==> config.mk <==
export PLATFORM = sky130hd
export DESIGN_NAME = mult_div_unit
export DESIGN_NICKNAME = d
export VERILOG_FILES = /design/src/rtl/mult_div_unit.sv
export SDC_FILE = /design/constraint.sdc
export NUM_CORES = 1
export LEC_CHECK = 0
export BUFFER_PORTS_ARGS = -buffer_cell sky130_fd_sc_hd__buf_4
export CAP_MARGIN = 20
export CORE_MARGIN = 5
export CORE_UTILIZATION = 30
export DETAILED_ROUTE_END_ITERATION = 12
export PLACE_DENSITY_LB_ADDON = 0.2
export REMOVE_ABC_BUFFERS = 1
export SLEW_MARGIN = 15
export SYNTH_ARGS = -nofsm -noshare
export SYNTH_HDL_FRONTEND = slang
export SYNTH_SLANG_ARGS = --single-unit
export TNS_END_PERCENT = 5
==> constraint.sdc <==
create_clock -name clk -period 10.87 [get_ports clk]
set_clock_uncertainty 0.15 [all_clocks]
set_input_delay 2.174 -clock clk [delete_from_list [all_inputs] [get_ports clk]]
set_output_delay 2.174 -clock clk [all_outputs]
set_load 0.005 [all_outputs]
==> src/rtl/mult_div_unit.sv <==
`default_nettype none
// ============================================================================
// Module      : mult_div_unit
// Description : Iterative HI/LO multiply/divide unit. Performs MULT, MULTU,
//               DIV and DIVU over WIDTH iterations (one shift-add or
//               restoring shift-subtract step per clock). The result is kept
//               in the architectural HI/LO registers, which can also be
//               written directly via mthi/mtlo.
// Ports       : clk, rst          - clock, synchronous active-high reset
//               start, op         - launch request (IDLE only), operation
//                                   00 MULT, 01 MULTU, 10 DIV, 11 DIVU
//               operand_a/b       - rs/rt values; operand_a is MTHI/MTLO data
//               mthi, mtlo        - direct HI/LO writes (IDLE only)
//               busy              - unit is not IDLE
//               done              - one-cycle commit pulse
//               div_by_zero       - pulses with done on divide by zero
//               hi, lo            - HI/LO registers
// Revision    : 1.0 - initial release
// ============================================================================
module mult_div_unit #(
  parameter int WIDTH = 32
) (
  input  logic             clk,
  input  logic             rst,
  input  logic             start,
  input  logic [1:0]       op,
  input  logic [WIDTH-1:0] operand_a,
  input  logic [WIDTH-1:0] operand_b,
  input  logic             mthi,
  input  logic             mtlo,
  output logic             busy,
  output logic             done,
  output logic             div_by_zero,
  output logic [WIDTH-1:0] hi,
  output logic [WIDTH-1:0] lo
);

  localparam int CW = $clog2(WIDTH + 1);
  localparam logic [CW-1:0] LAST_STEP = CW'(WIDTH - 1);

  localparam logic [1:0] IDLE = 2'd0;
  localparam logic [1:0] RUN  = 2'd1;
  localparam logic [1:0] FIX  = 2'd2;

  logic [1:0]         state_q, state_d;
  logic [CW-1:0]      count_q, count_d;
  logic               is_div_q, is_div_d;
  logic               neg_q, neg_d;          // negate product / quotient
  logic               rem_neg_q, rem_neg_d;  // remainder takes dividend sign
  logic               zero_q, zero_d;        // divisor was zero
  logic [WIDTH-1:0]   b_mag_q, b_mag_d;
  // Multiply: {partial product high, multiplier shifting out}.
  // Divide:   {partial remainder, dividend shifting in / quotient bits}.
  logic [2*WIDTH-1:0] acc_q, acc_d;
  logic [WIDTH-1:0]   hi_q, hi_d;
  logic [WIDTH-1:0]   lo_q, lo_d;
  logic               busy_q, busy_d;
  logic               done_q, done_d;
  logic               dbz_q, dbz_d;

  logic               is_signed;
  logic               a_neg, b_neg;
  logic [WIDTH-1:0]   a_mag, b_mag;
  logic [WIDTH:0]     mul_sum;
  logic [WIDTH:0]     div_trial;
  logic [2*WIDTH-1:0] prod_fix;
  logic [WIDTH-1:0]   quot_fix, rem_fix;

  always_comb begin
    is_signed = ~op[0];
    a_neg     = is_signed & operand_a[WIDTH-1];
    b_neg     = is_signed & operand_b[WIDTH-1];
    a_mag     = a_neg ? -operand_a : operand_a;
    b_mag     = b_neg ? -operand_b : operand_b;

    mul_sum   = {1'b0, acc_q[2*WIDTH-1:WIDTH]}
              + {1'b0, (acc_q[0] ? b_mag_q : {WIDTH{1'b0}})};
    // Shifted remainder is WIDTH+1 bits; a clear MSB means it covers b.
    div_trial = acc_q[2*WIDTH-1:WIDTH-1] - {1'b0, b_mag_q};

    prod_fix  = neg_q ? -acc_q : acc_q;
    quot_fix  = neg_q ? -acc_q[WIDTH-1:0] : acc_q[WIDTH-1:0];
    rem_fix   = rem_neg_q ? -acc_q[2*WIDTH-1:WIDTH] : acc_q[2*WIDTH-1:WIDTH];
  end

  always_comb begin
    state_d   = state_q;
    count_d   = count_q;
    is_div_d  = is_div_q;
    neg_d     = neg_q;
    rem_neg_d = rem_neg_q;
    zero_d    = zero_q;
    b_mag_d   = b_mag_q;
    acc_d     = acc_q;
    hi_d      = hi_q;
    lo_d      = lo_q;
    done_d    = 1'b0;
    dbz_d     = 1'b0;

    case (state_q)
      IDLE: begin
        if (start) begin
          // start takes priority; a simultaneous mthi/mtlo is dropped
          is_div_d  = op[1];
          neg_d     = a_neg ^ b_neg;
          rem_neg_d = a_neg;
          zero_d    = (operand_b == {WIDTH{1'b0}});
          b_mag_d   = b_mag;
          acc_d     = {{WIDTH{1'b0}}, a_mag};
          count_d   = {CW{1'b0}};
          state_d   = RUN;
        end else begin
          if (mthi) hi_d = operand_a;
          if (mtlo) lo_d = operand_a;
        end
      end
      RUN: begin
        if (is_div_q) begin
          if (!div_trial[WIDTH])
            acc_d = {div_trial[WIDTH-1:0], acc_q[WIDTH-2:0], 1'b1};
          else
            acc_d = {acc_q[2*WIDTH-2:0], 1'b0};
        end else begin
          acc_d = {mul_sum, acc_q[WIDTH-1:1]};
        end
        count_d = count_q + CW'(1);
        if (count_q == LAST_STEP) state_d = FIX;
      end
      FIX: begin
        done_d  = 1'b1;
        state_d = IDLE;
        if (is_div_q) begin
          if (zero_q) begin
            dbz_d = 1'b1;
          end else begin
            hi_d = rem_fix;
            lo_d = quot_fix;
          end
        end else begin
          hi_d = prod_fix[2*WIDTH-1:WIDTH];
          lo_d = prod_fix[WIDTH-1:0];
        end
      end
      default: state_d = IDLE;
    endcase

    busy_d = (state_d != IDLE);
  end

  always_ff @(posedge clk) begin
    if (rst) begin
      state_q   <= IDLE;
      count_q   <= {CW{1'b0}};
      is_div_q  <= 1'b0;
      neg_q     <= 1'b0;
      rem_neg_q <= 1'b0;
      zero_q    <= 1'b0;
      b_mag_q   <= {WIDTH{1'b0}};
      acc_q     <= {2*WIDTH{1'b0}};
      hi_q      <= {WIDTH{1'b0}};
      lo_q      <= {WIDTH{1'b0}};
      busy_q    <= 1'b0;
      done_q    <= 1'b0;
      dbz_q     <= 1'b0;
    end else begin
      state_q   <= state_d;
      count_q   <= count_d;
      is_div_q  <= is_div_d;
      neg_q     <= neg_d;
      rem_neg_q <= rem_neg_d;
      zero_q    <= zero_d;
      b_mag_q   <= b_mag_d;
      acc_q     <= acc_d;
      hi_q      <= hi_d;
      lo_q      <= lo_d;
      busy_q    <= busy_d;
      done_q    <= done_d;
      dbz_q     <= dbz_d;
    end
  end

  assign busy        = busy_q;
  assign done        = done_q;
  assign div_by_zero = dbz_q;
  assign hi          = hi_q;
  assign lo          = lo_q;

endmodule
`default_nettype wire

==> impl_metrics.env <==
export IMPL_clkLatencyLatePin_ns=0.46
export IMPL_final_nets=2083
export IMPL_viasPerCell=5.474
export IMPL_worstPathRequired_ns=11.10
export IMPL_gr_total_overflow=0
export IMPL_grt_pass1_wl_um=76970
export IMPL_hold_path_class="register to register"
export IMPL_ys_flop_type="dfxtp_1"
export IMPL_ys_warn_count=0
export IMPL_globalRouteMet2Util=0.3034
export IMPL_grt_pass1_vias=13450
export IMPL_wl_per_cell_um=19.24
export IMPL_pwr_share_comb=0.258
export IMPL_cp_arrival_ns=5.23
export IMPL_peakVddDrop_mv=0.1076
export IMPL_async_reset_ff_frac=0
export IMPL_worst_slew_pin_slew_ns=1.011
export IMPL_cts_setup_buffers=0
export IMPL_wl_um=49320
export IMPL_fin_crit_sh=0.4602
export IMPL_syn_area_per_cell_um2=7.374
export IMPL_p_switching_w=0.0006386
export IMPL_core_area_um2=46260
export IMPL_use_met3=0.02462
export IMPL_track_usage=0.1888
export IMPL_cts_tree="yes"
export IMPL_fp_dieW_um=225.4
export IMPL_rsz0062_at_grt="false"
export IMPL_hold_viol_final=0
export IMPL_syn_area_um2=13920
export IMPL_leakagePower_nw=6.305
export IMPL_dr_first_iter_drc_count=1002
export IMPL_clk_pin_slew_ns=0.08
export IMPL_synth_edf_count=0
export IMPL_start_util=0.3010
export IMPL_status="completed"
export IMPL_ys_types=83
export IMPL_p_clk_frac=0.352
export IMPL_start_kind="input pin"
export IMPL_slew_viol_final=0
export IMPL_crit_fanout=4
export IMPL_finalSetupViolCount=0
export IMPL_drive_above_1_share=0.1233
export IMPL_dp_hpwl_um=36700
export IMPL_fmax_mhz=199.9
export IMPL_regArea_um2=3505
export IMPL_seq_area_frac_synth=0.2516
export IMPL_grt_max_degree=83
export IMPL_placed_cell_area_um2=15410
export IMPL_cts_path_max_buffers=2
export IMPL_fin_crit_ns=5.003
export IMPL_dr_pass1_iters=5
export IMPL_cp_end_kind="register"
export IMPL_portBuffers=137
export IMPL_p_int_w=0.001221
export IMPL_area_delta_synth_final_pct=15.01
export IMPL_multi_input_area_um2=9724
export IMPL_use_met1=0.2657
export IMPL_die_height_um=225.4
export IMPL_numCtsBuffers=17
export IMPL_maxCapViolations=0
export IMPL_p_seq_frac=0.389
export IMPL_ctsHoldBuffers=0
export IMPL_die_area_um2=50810
export IMPL_synth_cells=1888
export IMPL_critPathKind="input pin to register"
export IMPL_gp_congestion=0.8901
export IMPL_grt_busiest_layer="met2"
export IMPL_ys_seq_elements=175
export IMPL_h_tree_depth=4
export IMPL_fp_row_count=79
export IMPL_drc=0
export IMPL_num_vias=14030
export IMPL_finalSetupTns_ns=0
export IMPL_antenna_found_initial=0
export IMPL_root_buffer="clkbuf_16"
export IMPL_antenna_left=0
export IMPL_fillers=5032
export IMPL_power_density_nw_per_um2=116.1
export IMPL_clock_sinks=175
export IMPL_slew_headroom=0.3249
export IMPL_finalInstanceArea_um2=16010
export IMPL_post_cts_resized=0
export IMPL_switching_share=0.3434
export IMPL_ios=138
[kinds of logic after synthesis]
| logic type | share of synthesized area |
|---|---|
| flops | 0.2516 |
| mux | 0.02732 |
| compound gates | 0.2963 |
| fa+ha+maj | 0.06489 |
| buf+inv | 0.05257 |
| xor+xnor | 0.09940 |
| simple gates | 0.2079 |
[cells in the final DEF (no fill, tap or decap), types with 6 or more instances in the layout]
master | netlist | routed
inv_1 | 65 | 65
a31oi_1 | 17 | 17
nand3_1 | 27 | 27
nor2b_1 | 10 | 9
nor2_1 | 251 | 249
nand2_1 | 155 | 155
a311oi_1 | 26 | 26
o41ai_1 | 11 | 11
o31ai_1 | 21 | 21
or3_1 | 29 | 29
o21bai_1 | 8 | 8
nand2b_1 | 10 | 10
and2_1 | 11 | 11
o21a_1 | 9 | 9
buf_4 | 1 | 157
nand4_1 | 10 | 10
a21o_1 | 27 | 27
clkbuf_16 | 0 | 17
dfxtp_1 | 175 | 174
or2_2 | 6 | 6
mux2_2 | 16 | 16
xor2_1 | 73 | 72
o21ai_0 | 126 | 126
or4_1 | 14 | 14
o22ai_1 | 20 | 20
a22oi_1 | 15 | 15
nor3_1 | 33 | 33
nor3b_1 | 10 | 9
o211ai_1 | 10 | 10
xnor2_1 | 85 | 84
nor4_1 | 12 | 12
and3_1 | 9 | 9
a221o_1 | 10 | 10
mux2i_1 | 20 | 20
a211oi_1 | 83 | 83
a21oi_1 | 205 | 205
ha_1 | 69 | 69
o31a_1 | 7 | 7
[power by group through the flow]
stage	Combinational, W	Sequential [W]	Clock [W]
after floorplan	0.000310	0.000727	0
after global placement	0.000473	0.000737	0
after detailed placement	0.000477	0.000738	0
after CTS	0.000479	0.000723	0.000671
after global routing	0.000532	0.000730	0.000691
final	0.000480	0.000724	0.000655
[area by class of cell]
type                            instances  area share
Antenna cell                            2   0.0003126
Clock buffer                           19     0.02766
Clock inverter                         13    0.009299
Inverter                               65     0.01524
Multi-Input combinational cell       1524      0.6073
Sequential cell                       175      0.2189
Tap cell                              607     0.04743
Timing Repair Buffer                  158     0.07385
[cell usage after synthesis, drive strengths merged (11+ instances only)]
cell	count	share of area
nor2	251	0.068
a21oi	206	0.074
dfxtp	175	0.25
nand2	155	0.042
o21ai	126	0.045
clkbuf	103	0.028
xnor2	85	0.053
a211oi	83	0.045
xor2	73	0.046
ha	69	0.062
inv	65	0.018
nor3	33	0.012
or3	32	0.015
nand3	28	0.010
a21o	27	0.015
a311oi	26	0.016
buf	21	0.0073
o31ai	21	0.011
mux2i	20	0.014
o22ai	20	0.0090
or4	19	0.011
a31oi	18	0.0092
mux2	16	0.013
a22oi	15	0.0081
nor4	15	0.0087
o41ai	12	0.0081
a221o	11	0.0080
and2	11	0.0049
[stage by stage]
stage	setup slack, ns	std cells	total power (W)	util	hold WS [ns]
after global placement	5.456	2528	0.001211	0.3331	0.2980
after CTS	5.888	2561	0.001873	0.3460	0.3085
final	5.867	2563	0.001860	0.3461	0.3070
after detailed placement	5.394	2529	0.001215	0.3332	0.2996
after floorplan	2.794	1764	0.001037	-	0.2758
after global routing	5.658	2561	0.001953	0.3460	0.3415
[worst paths after layout]
| path | slack, ns | end | cells past startpoint | startpoint |
|---|---|---|---|---|
| setup reg to reg | 6.31 | acc_q[60] | 13 | acc_q[31] |
| setup / recovery | 5.87 | acc_q[27] | 10 | operand_a[5] |
| hold / removal | 0.31 | lo[25] | 2 | lo[25] |
| hold reg to reg | 0.31 | lo[25] | 2 | lo[25] |
[per-layer routing]
| layer | up-vias | share of wire |
|---|---|---|
| met4 | 0 | 0.020 |
| met2 | 358 | 0.45 |
| met5 | - | 0 |
| li1 | 6994 | - |
| met1 | 6618 | 0.48 |
| met3 | 60 | 0.046 |
[state kept, by name (all words and copies together) (netlist names)]
| name | flops |
|---|---|
| div_by_zero | 1 |
| hi | 32 |
| busy | 1 |
| is_div_q | 1 |
| lo | 32 |
| neg_q | 1 |
| done | 1 |
| rem_neg_q | 1 |
| count_q | 6 |
| state_q | 2 |
| acc_q | 64 |
| zero_q | 1 |
| b_mag_q | 32 |
[critical path, cell delays in order]
cell      delay [ns]
buf_4           0.13
or4_4           0.54
nor3_1          0.43
nor3b_1         0.50
nand3b_1        0.18
nor4_1          0.43
and3b_1         0.35
a21oi_1         0.11
xnor2_1         0.17
a211oi_1        0.21
No activity file was read; power rests on OpenSTA's default activity.
